`src/rtl/sram32_pkg.sv`:
```
// Shared types and constants for the two-port external SRAM controller/arbiter.
package sram32_pkg;

  localparam int ADR_W = 22;
  localparam int DAT_W = 32;
  localparam int BE_W  = 4;

  localparam int RD_WAIT_DEF = 2;
  localparam int WR_WAIT_DEF = 2;
  localparam int TURN_DEF    = 1;

  typedef enum logic [2:0] {
    ST_IDLE,
    ST_READ,
    ST_WRITE,
    ST_WHOLD,
    ST_TURN
  } state_e;

  // The turnaround phase shares the wait counter, so it takes part in the sizing.
  function automatic int cnt_width(input int rd, input int wr, input int turn);
    int m;
    m = rd;
    if (wr > m)   m = wr;
    if (turn > m) m = turn;
    return $clog2(m + 1);
  endfunction

endpackage

```
`src/rtl/sram32_arbiter_if.sv`:
```
// Single-word request/ack bundle between one on-chip master and the SRAM arbiter.
interface sram32_arbiter_if;
  import sram32_pkg::*;

  logic             req;
  logic             we;
  logic [ADR_W-1:0] adr;
  logic [DAT_W-1:0] wdat;
  logic [BE_W-1:0]  be;
  logic             ack;
  logic [DAT_W-1:0] rdat;

  modport master (output req, we, adr, wdat, be, input  ack, rdat);
  modport slave  (input  req, we, adr, wdat, be, output ack, rdat);

endinterface

```
`src/rtl/sram32_arb_sel.sv`:
```
// Combinational grant select for two requesters; round-robin tie-break under
// SRAM32_ARB_RR_EN, fixed priority to port 0 otherwise.
module sram32_arb_sel (
  input  logic       clk,
  input  logic       rst,
  input  logic [1:0] req_i,
  input  logic       take_i,
  output logic       gnt_o,
  output logic       valid_o
);

  assign valid_o = |req_i;

`ifdef SRAM32_ARB_RR_EN
  logic last_q;

  // Resetting to port 1 hands the first tie to port 0.
  always_ff @(posedge clk) begin
    if (rst)         last_q <= 1'b1;
    else if (take_i) last_q <= gnt_o;
  end

  always_comb begin
    gnt_o = 1'b0;
    if (&req_i) gnt_o = ~last_q;
    else        gnt_o = ~req_i[0];
  end
`else
  logic unused_rr;
  assign unused_rr = ^{clk, rst, take_i};
  assign gnt_o     = ~req_i[0];
`endif

endmodule

```
`src/rtl/sram32_arbiter.sv`:
```
// Two-port controller/arbiter for a 32-bit asynchronous SRAM with programmable
// read/write wait states and read turnaround. Optional macro: SRAM32_ARB_RR_EN.
module sram32_arbiter
  import sram32_pkg::*;
#(
  parameter int RD_WAIT = RD_WAIT_DEF,
  parameter int WR_WAIT = WR_WAIT_DEF,
  parameter int TURN    = TURN_DEF
) (
  input  logic             clk,
  input  logic             rst,
  sram32_arbiter_if.slave  m0,
  sram32_arbiter_if.slave  m1,
  output logic [ADR_W-1:0] sram_adr_o,
  output logic [DAT_W-1:0] sram_d_o,
  output logic             sram_d_oe_o,
  input  logic [DAT_W-1:0] sram_d_i,
  output logic             sram_ce_n_o,
  output logic             sram_oe_n_o,
  output logic             sram_we_n_o,
  output logic [BE_W-1:0]  sram_be_n_o
);

  localparam int CNT_W = cnt_width(RD_WAIT, WR_WAIT, TURN);

  state_e                state_q, state_d;
  logic [CNT_W-1:0]      cnt_q, cnt_d;
  logic                  gnt_q, gnt_d;
  logic [ADR_W-1:0]      adr_q, adr_d;
  logic [DAT_W-1:0]      wdat_q, wdat_d;
  logic [BE_W-1:0]       be_q, be_d;
  logic                  ce_n_q, ce_n_d, oe_n_q, oe_n_d, we_n_q, we_n_d;
  logic [BE_W-1:0]       be_n_q, be_n_d;
  logic                  d_oe_q, d_oe_d;
  logic [1:0]            ack_q, ack_d;
  logic [1:0][DAT_W-1:0] rdat_q;
  logic                  cap;
  logic                  take;
  logic [1:0]            req_eff;
  logic                  sel_gnt, sel_valid;

  // A port whose ack is high this cycle is still showing the finished request.
  assign req_eff = {m1.req & ~ack_q[1], m0.req & ~ack_q[0]};

  sram32_arb_sel u_sel (
    .clk     (clk),
    .rst     (rst),
    .req_i   (req_eff),
    .take_i  (take),
    .gnt_o   (sel_gnt),
    .valid_o (sel_valid)
  );

  // NOTE: every always_comb output gets a default first so no path infers a latch.
  always_comb begin
    state_d = state_q;
    cnt_d   = cnt_q;
    gnt_d   = gnt_q;
    adr_d   = adr_q;
    wdat_d  = wdat_q;
    be_d    = be_q;
    ack_d   = 2'b00;
    cap     = 1'b0;
    take    = 1'b0;

    unique case (state_q)
      ST_IDLE: begin
        if (sel_valid) begin
          take   = 1'b1;
          gnt_d  = sel_gnt;
          adr_d  = sel_gnt ? m1.adr  : m0.adr;
          wdat_d = sel_gnt ? m1.wdat : m0.wdat;
          be_d   = sel_gnt ? m1.be   : m0.be;
          if (sel_gnt ? m1.we : m0.we) begin
            state_d = ST_WRITE;
            cnt_d   = CNT_W'(WR_WAIT - 1);
          end else begin
            state_d = ST_READ;
            cnt_d   = CNT_W'(RD_WAIT - 1);
          end
        end
      end
      ST_READ: begin
        if (cnt_q == '0) begin
          cap          = 1'b1;
          ack_d[gnt_q] = 1'b1;
          if (TURN > 0) begin
            state_d = ST_TURN;
            cnt_d   = CNT_W'(TURN - 1);
          end else begin
            state_d = ST_IDLE;
          end
        end else begin
          cnt_d = cnt_q - CNT_W'(1);
        end
      end
      ST_WRITE: begin
        if (cnt_q == '0) begin
          state_d      = ST_WHOLD;
          ack_d[gnt_q] = 1'b1;
        end else begin
          cnt_d = cnt_q - CNT_W'(1);
        end
      end
      ST_WHOLD: state_d = ST_IDLE;
      ST_TURN: begin
        if (cnt_q == '0) state_d = ST_IDLE;
        else             cnt_d   = cnt_q - CNT_W'(1);
      end
      default: state_d = ST_IDLE;
    endcase

    // Strobes are decoded from the next state so the pins come straight off flops.
    ce_n_d = 1'b1;
    oe_n_d = 1'b1;
    we_n_d = 1'b1;
    be_n_d = '1;
    d_oe_d = 1'b0;
    unique case (state_d)
      ST_READ: begin
        ce_n_d = 1'b0;
        oe_n_d = 1'b0;
        be_n_d = '0;
      end
      ST_WRITE: begin
        ce_n_d = 1'b0;
        we_n_d = 1'b0;
        be_n_d = ~be_d;
        d_oe_d = 1'b1;
      end
      ST_WHOLD: begin
        ce_n_d = 1'b0;
        be_n_d = ~be_d;
        d_oe_d = 1'b1;
      end
      default: ;
    endcase
  end

  // NOTE: sequential state uses non-blocking assignments only, so every flop
  // samples pre-edge values regardless of statement order.
  always_ff @(posedge clk) begin
    if (rst) begin
      state_q <= ST_IDLE;
      cnt_q   <= '0;
      gnt_q   <= 1'b0;
      adr_q   <= '0;
      wdat_q  <= '0;
      be_q    <= '0;
      ce_n_q  <= 1'b1;
      oe_n_q  <= 1'b1;
      we_n_q  <= 1'b1;
      be_n_q  <= '1;
      d_oe_q  <= 1'b0;
      ack_q   <= 2'b00;
      rdat_q  <= '0;
    end else begin
      state_q <= state_d;
      cnt_q   <= cnt_d;
      gnt_q   <= gnt_d;
      adr_q   <= adr_d;
      wdat_q  <= wdat_d;
      be_q    <= be_d;
      ce_n_q  <= ce_n_d;
      oe_n_q  <= oe_n_d;
      we_n_q  <= we_n_d;
      be_n_q  <= be_n_d;
      d_oe_q  <= d_oe_d;
      ack_q   <= ack_d;
      if (cap) rdat_q[gnt_q] <= sram_d_i;
    end
  end

  assign sram_adr_o  = adr_q;
  assign sram_d_o    = wdat_q;
  assign sram_d_oe_o = d_oe_q;
  assign sram_ce_n_o = ce_n_q;
  assign sram_oe_n_o = oe_n_q;
  assign sram_we_n_o = we_n_q;
  assign sram_be_n_o = be_n_q;

  assign m0.ack  = ack_q[0];
  assign m1.ack  = ack_q[1];
  assign m0.rdat = rdat_q[0];
  assign m1.rdat = rdat_q[1];

endmodule
```
`src/flat_wrapper.sv`:
```
// flat-port wrapper written by rule: the top's interface ports become plain ports
module sram32_arbiter_flat import sram32_pkg::*;
#(
  parameter int RD_WAIT = RD_WAIT_DEF,
  parameter int WR_WAIT = WR_WAIT_DEF,
  parameter int TURN    = TURN_DEF
)
  (clk, rst, sram_adr_o, sram_d_o, sram_d_oe_o, sram_d_i, sram_ce_n_o, sram_oe_n_o, sram_we_n_o, sram_be_n_o, m0_req, m0_we, m0_adr, m0_wdat, m0_be, m0_ack, m0_rdat, m1_req, m1_we, m1_adr, m1_wdat, m1_be, m1_ack, m1_rdat);
  sram32_arbiter_if m0_i ();
  sram32_arbiter_if m1_i ();
  input  logic clk;
  input  logic rst;
  output logic [ADR_W-1:0] sram_adr_o;
  output logic [DAT_W-1:0] sram_d_o;
  output logic sram_d_oe_o;
  input  logic [DAT_W-1:0] sram_d_i;
  output logic sram_ce_n_o;
  output logic sram_oe_n_o;
  output logic sram_we_n_o;
  output logic [BE_W-1:0] sram_be_n_o;
  input wire logic [$bits(m0_i.req)-1:0] m0_req;
  input wire logic [$bits(m0_i.we)-1:0] m0_we;
  input wire logic [$bits(m0_i.adr)-1:0] m0_adr;
  input wire logic [$bits(m0_i.wdat)-1:0] m0_wdat;
  input wire logic [$bits(m0_i.be)-1:0] m0_be;
  output wire logic [$bits(m0_i.ack)-1:0] m0_ack;
  output wire logic [$bits(m0_i.rdat)-1:0] m0_rdat;
  input wire logic [$bits(m1_i.req)-1:0] m1_req;
  input wire logic [$bits(m1_i.we)-1:0] m1_we;
  input wire logic [$bits(m1_i.adr)-1:0] m1_adr;
  input wire logic [$bits(m1_i.wdat)-1:0] m1_wdat;
  input wire logic [$bits(m1_i.be)-1:0] m1_be;
  output wire logic [$bits(m1_i.ack)-1:0] m1_ack;
  output wire logic [$bits(m1_i.rdat)-1:0] m1_rdat;
  assign m0_i.req = m0_req;
  assign m0_i.we = m0_we;
  assign m0_i.adr = m0_adr;
  assign m0_i.wdat = m0_wdat;
  assign m0_i.be = m0_be;
  assign m0_ack = m0_i.ack;
  assign m0_rdat = m0_i.rdat;
  assign m1_i.req = m1_req;
  assign m1_i.we = m1_we;
  assign m1_i.adr = m1_adr;
  assign m1_i.wdat = m1_wdat;
  assign m1_i.be = m1_be;
  assign m1_ack = m1_i.ack;
  assign m1_rdat = m1_i.rdat;
  sram32_arbiter #(.RD_WAIT(RD_WAIT), .WR_WAIT(WR_WAIT), .TURN(TURN)) u_core (.clk(clk), .rst(rst), .m0(m0_i), .m1(m1_i), .sram_adr_o(sram_adr_o), .sram_d_o(sram_d_o), .sram_d_oe_o(sram_d_oe_o), .sram_d_i(sram_d_i), .sram_ce_n_o(sram_ce_n_o), .sram_oe_n_o(sram_oe_n_o), .sram_we_n_o(sram_we_n_o), .sram_be_n_o(sram_be_n_o));
endmodule
```
`config.mk`:
```
export PLATFORM = sky130hd
export DESIGN_NAME = sram32_arbiter_flat
export DESIGN_NICKNAME = d
export VERILOG_FILES = /design/src/rtl/sram32_pkg.sv /design/src/rtl/sram32_arbiter_if.sv /design/src/rtl/sram32_arb_sel.sv /design/src/rtl/sram32_arbiter.sv /design/src/flat_wrapper.sv
export SDC_FILE = /design/constraint.sdc
export NUM_CORES = 1
export LEC_CHECK = 0
export BUFFER_PORTS_ARGS = -buffer_cell sky130_fd_sc_hd__buf_2
export CORE_ASPECT_RATIO = 2
export CORE_UTILIZATION = 40
export CTS_CLUSTER_SIZE = 16
export DETAILED_ROUTE_END_ITERATION = 7
export GPL_TIMING_DRIVEN = 0
export HOLD_SLACK_MARGIN = 0.06
export PLACE_DENSITY = 0.71
export SLEW_MARGIN = 20
export SYNTH_ARGS = -nofsm -noshare
export SYNTH_HDL_FRONTEND = slang
export SYNTH_SLANG_ARGS = --single-unit
```
`constraint.sdc`:
```
create_clock -name clk -period 2.7 [get_ports clk]
set_input_delay 0 -clock clk [delete_from_list [all_inputs] [get_ports clk]]
set_output_delay 0 -clock clk [all_outputs]
set_load 0.01 [all_outputs]
```
### Word level (Yosys, flattened, before mapping)

Cells that the tools add are included.

| word-level totals | value |
|---|---|
| register bits | 138 |
| bits in latches | 0 |
| RAM bits | 0 |
| ROM bits | 0 |
| bits of input ports | 154 |
| output and inout port bits | 128 |
| logic and storage cells | 73 |
| memories kept | 0 |

| cells by class | value |
|---|---|
| add/subtract/negate cells | 1 |
| multiply operators | 0 |
| div/mod/pow operators | 0 |
| order comparisons | 2 |
| eq/ne operators | 8 |
| shift-type cells | 0 |
| muxes and demuxes | 28 |
| bitwise gates (word level) | 8 |
| reductions and logical operators | 12 |

Operators by type and width:

| operator | count |
|---|---|
| $bwmux W64 | 1 |
| $mux W32 | 2 |
| $demux W32 S1 | 1 |
| $mux W22 | 1 |
| $mux W3 | 4 |
| $mux W4 | 3 |
| $pmux W3 S4 | 1 |
| $eq A3 B2 Y1 const B | 3 |
| $mux W1 | 8 |
| $mux W2 | 4 |
| $pmux W4 S2 | 1 |
| $reduce_or A2 Y1 | 4 |
| $eq A3 B1 Y1 const B | 2 |
| $pmux W2 S3 | 1 |
| $reduce_or A3 Y1 | 2 |
| $not A1 Y1 | 5 |
| $not A4 Y4 | 1 |
| $eq A3 B3 Y1 const B | 1 |
| $logic_not A3 Y1 | 1 |
| $reduce_and A3 Y1 | 1 |
| $reduce_bool A3 Y1 | 1 |
| $and A1 B1 Y1 | 2 |
| $logic_not A2 Y1 | 1 |
| $lt A1 B2 Y1 const B | 1 |
| 7 further kinds | 7 |

### Depth between registers and ports, before layout

| depth | value |
|---|---|
| word-level depth | 9 |
| gate-level depth with buffers | 8 |
| depth with buffers taken out | 7 |

### Modules after synthesis

A second synthesis with hierarchy kept.

| unflattened totals | value |
|---|---|
| cell total of the unflattened synthesis | 621 |
| area, all modules | 5531.6 sq um |

By module, submodules not included:

| module | instances | cells an instance | area an instance (sq um) | seq. area each (sq um) |
|---|---|---|---|---|
| sram32_arbiter | 1 | 619 | 5521.5 | 2762.6 |
| sram32_arb_sel | 1 | 2 | 10.0 | 0.0 |

### Worst setup path before layout

OpenSTA, ideal clock, no wires.

| timing | value |
|---|---|
| path kind | reg-to-reg |
| from | register u_core.cnt_q[0] |
| to | register u_core.be_n_q[0], in the netlist u_core.sram_be_n_o[0] |
| setup time | 0.137 ns |
| arrival time | 1.568 ns |
| data required time | 2.563 ns |
| setup slack | 0.995 ns |
| cell stages (with the launch flop) | 9 |
| path buffers | 1 |
| clock period less this slack | 1.705 ns |
| cell sequence | dfxtp_1 -> inv_1 -> ha_1 -> clkbuf_2 -> or3b_1 -> a21oi_1 -> a31oi_1 -> nor3_2 -> a21oi_1 |

| between the ends | value |
|---|---|
| cells in the longest elaborated chain, start to end | 6 |
| elaborated cells between the ends (all ways) | 10 |
| classes of those cells | eq/ne: 3; mux: 5; reduce/logical: 2 |

RTL lines:

| item | line | source |
|---|---|---|
| start: declaration | sram32_arbiter.sv:27 | `logic [CNT_W-1:0] cnt_q, cnt_d;` |
| start signal: assignment | sram32_arbiter.sv:159 | `cnt_q <= cnt_d;` |
| $logic_not A2 Y1 * | sram32_arbiter.sv:84, sram32_arbiter.sv:98, sram32_arbiter.sv:107 |  |
| $mux W3, on equally long branches | sram32_arbiter.sv:107, sram32_arbiter.sv:84, sram32_arbiter.sv:98 |  |
| $pmux W3 S4 * | sram32_arbiter.sv:66 | `unique case (state_q)` |
| $eq A3 B2 Y1 | sram32_arbiter.sv:119 | `unique case (state_d)` |
| $reduce_or A2 Y1 (no line) | -- |  |
| $pmux W4 S2 * | sram32_arbiter.sv:119 |  |
| end signal: assignment | sram32_arbiter.sv:167 | `be_n_q <= be_n_d;` |
| end: declaration | sram32_arbiter.sv:33 | `logic [BE_W-1:0] be_n_q, be_n_d;` |

Mark *: on every way between the ends. The rest lies on a longest branch, timed or not.
A chain may end at the register's enable or synchronous reset.

### Worst setup path in the final report

| timing | value |
|---|---|
| from | register u_core.ack_q[0] |
| to | register u_core.wdat_q[28], in the netlist u_core.sram_d_o[28] |

| between the ends | value |
|---|---|
| cells in the longest elaborated chain, start to end | 4 |
| elaborated cells between the ends (all ways) | 5 |
| classes of those cells | mux: 1; bitwise: 2; reduce/logical: 2 |

RTL lines:

| item | line | source |
|---|---|---|
| start: declaration | sram32_arbiter.sv:35 | `logic [1:0] ack_q, ack_d;` |
| start signal: assignment | sram32_arbiter.sv:169 | `ack_q <= ack_d;` |
| $not A1 Y1 * | sram32_arbiter.sv:43 | `assign req_eff = {m1.req & ~ack_q[1], m0.req & ~ack_q[0]};` |
| $and A1 B1 Y1 * | sram32_arbiter.sv:43 |  |
| $reduce_or A2 Y1 | sram32_arb_sel.sv:12 | `assign valid_o = \|req_i;` |
| $reduce_and A2 Y1 (no line) | -- |  |
| end signal: assignment | sram32_arbiter.sv:162 | `wdat_q <= wdat_d;` |
| end: declaration | sram32_arbiter.sv:30 | `logic [DAT_W-1:0] wdat_q, wdat_d;` |

Marked as above.

==> results.sh <==
export IMPL_status="complete, no violations"
export IMPL_avgSynthCellArea_um2=8.115
export IMPL_maxCapViolCount=0
export IMPL_criticalPathCategory="reg2reg"
export IMPL_grt_max_degree=17
export IMPL_path_cells="nand2b_1 > buf_2 > clkbuf_1 > nand2_1 > a311oi_1 > dlygate4sd3_1"
export IMPL_synth_enable_flop_cells=0
export IMPL_cts_clk_slew_worst_paths_ns=0.06
export IMPL_cts_setup_buffers=0
export IMPL_power_density_nw_per_um2=866.1
export IMPL_synth_area_top_cells="dfxtp_1 (50%), nand2_1 (17%), a311oi_1 (7.7%)"
export IMPL_drc_errors=0
export IMPL_crit_arrival_ns=2.95
export IMPL_finalNetCount=1292
export IMPL_drtIter0Drc=238
export IMPL_drtAntennaViolNets=0
export IMPL_max_vdd_ir_drop_v=0.0005546
export IMPL_setup_ws_ns=0.1032
export IMPL_worstSetupEndpointType="register"
export IMPL_design_area_um2=9299
export IMPL_power_mw=8.054
export IMPL_cp_top_family="buffers and inverters"
export IMPL_syn2layout_area_growth_pct=67.54
export IMPL_initial_utilization_pct=41.07
export IMPL_grt_pass1_vias=6857
export IMPL_cts_buffer_depth=2
export IMPL_coreArea_um2=13510
export IMPL_finalHoldViolCount=0
export IMPL_dp_hpwl_um=13520
export IMPL_cts_root_buf="clkbuf_16"
export IMPL_io_pins=282
export IMPL_die_x_um=85.30
export IMPL_htree_levels=4
export IMPL_cts_tree="yes"
export IMPL_grtUsageTotal_pct=28.71
export IMPL_setup_viol=0
export IMPL_die_area_um2=14380
export IMPL_place_area_um2=7151
export IMPL_finalMaxSlewViolations=0
export IMPL_place_inst=1120
export IMPL_final_cell_mix="buf_2 (299), nand2_1 (250), dlygate4sd3_1 (151)"
export IMPL_worst_path_largest_cell_delay_ns=0.62
export IMPL_start_kind="register"
export IMPL_via_count=6575
export IMPL_drt_first_pass_iters=5
export IMPL_detail_route_wl_per_cell_um=15.79
export IMPL_ys_ff_latch=138
export IMPL_diodes=0
export IMPL_dp_slack_ns=0.7095
export IMPL_crit_required_ns=3.05
export IMPL_fillers=1101
export IMPL_fin_tns_setup_ns=0
export IMPL_die_h_um=168.6
export IMPL_rows=60
export IMPL_synth_largest_area_cell="dfxtp_1"
export IMPL_yosysTopAreaCellShare_pct=49.77
export IMPL_final_min_clock_period_ns=2.597
export IMPL_port_buffers=281
export IMPL_post_route_util_pct=68.81
export IMPL_worstMarginPinSlew_ns=0.5870
export IMPL_skew_ns=0.01036
export IMPL_syn_area_um2=5550
export IMPL_period_share_pct=96.18
export IMPL_synth_cell_types=35
export IMPL_slowest_stage="dlygate4sd3_1"
export IMPL_max_clock_freq_mhz=385.1
export IMPL_gp_congestion=0.8790
export IMPL_grt_pass1_wl_um=32460
export IMPL_clkSinkCount=138
export IMPL_drive_gt1_share_pct=31.36
export IMPL_final_cell_count_no_fill=1303
export IMPL_grt_antenna_before_repair=0
export IMPL_hold_class="in2reg"
export IMPL_synth_nets=841
export IMPL_ys_seq_area_share_pct=49.77
export IMPL_viasPerCell=5.046
export IMPL_ff_latch_area_um2=2763
export IMPL_hold_ws_ns=0.1891
export IMPL_rsz0062_at_grt="no"
export IMPL_crit_fanout=10
export IMPL_synthArstFlopShare_pct=0
export IMPL_synth_top_flop_cell="dfxtp_1"
export IMPL_cts_buffers=17
export IMPL_final_common_cell="buf_2"
export IMPL_gr_total_overflow=0
export IMPL_postRouteWirelength_um=20580
export IMPL_critPathBufInv=3
export IMPL_yosys_warnings=0
export IMPL_worstSkewPairLatency_ns=0.42
export IMPL_synthCells=684
export IMPL_multi_input_area_um2=2436
export IMPL_p_leak_nw=4.328
export IMPL_relSlewSlack_pct=60.87
worst min-delay path: stages:
cell and delay, ns:
buf_2 0.09, nor2b_1 0.18, nor3_1 0.14, o21ai_0 0.09, nand2_1 0.07
synthesized netlist by cell type (4+ instances only):
cell      number
clkbuf_1      23
nor3_1         4
buf_6          9
nor2_1        68
a311oi_2       9
a311oi_1      49
a21oi_1       72
dfxtp_1      138
buf_4          4
nand2_1      250
nor2b_1        4
inv_1          4
buf_2         18
layer usage:
layer / track usage [%] / part of all wire (%)
met5: 0 / 0
met4: 16.59 / 4.5
met3: 5.119 / 4.4
met2: 54.77 / 55
met1: 28.29 / 36
kinds of logic after synthesis:
group	Yosys count	synth area share, %
xor+xnor	2	0.3157
compound gates	141	18.35
buf+inv	61	6.334
simple gates	338	24.37
mux	1	0.1803
fa+ha+maj	3	0.6764
flops	138	49.77
report_power, final:
part / switching [mW] / internal [mW] / total [mW]
registers: 0.214 / 2.45 / 2.67
clock network: 0.958 / 1.57 / 2.53
logic: 1.52 / 1.34 / 2.86
total: 2.69 / 5.37 / 8.05
area by class of cell:
type,instances,share of cell area (%)
Inverter,4,0.1615
Clock inverter,14,2.234
Clock buffer,18,4.615
Multi-Input combinational cell,485,26.20
Tap cell,155,2.086
Sequential cell,138,29.71
Timing Repair Buffer,432,31.38
Buffer,57,3.619
what timing repair did:
| action | CTS | global route |
|---|---|---|
| endpoints found under the hold margin | 129 | 0 |
| hold buffers | 151 | 0 |
| resized for setup | 0 | 0 |
flip-flops by register name (all words and copies together) (netlist names):
name,count
u_core.ack_q,2
u_core.sram_be_n_o,4
u_core.m0.rdat,32
u_core.sram_adr_o,22
u_core.sram_ce_n_o,1
u_core.gnt_q,1
u_core.be_q,4
u_core.state_q,3
u_core.cnt_q,2
u_core.sram_d_oe_o,1
u_core.sram_d_o,32
u_core.sram_we_n_o,1
u_core.sram_oe_n_o,1
u_core.m1.rdat,32
path summary, 6_finish.rpt:
| kind | startpoint | end | slack (ns) | depth (start not counted) |
|---|---|---|---|---|
| worst max-delay path | u_core.ack_q[0] | u_core.sram_d_o[28] | 0.10 | 6 |
| worst max register to register | u_core.ack_q[0] | u_core.sram_d_o[28] | 0.10 | 6 |
| worst min-delay path | m1_req | u_core.sram_ce_n_o | 0.19 | 5 |
| worst min register to register | u_core.m1.rdat[13] | u_core.m1.rdat[13] | 0.45 | 2 |
Power figures use the tool's default switching activity.
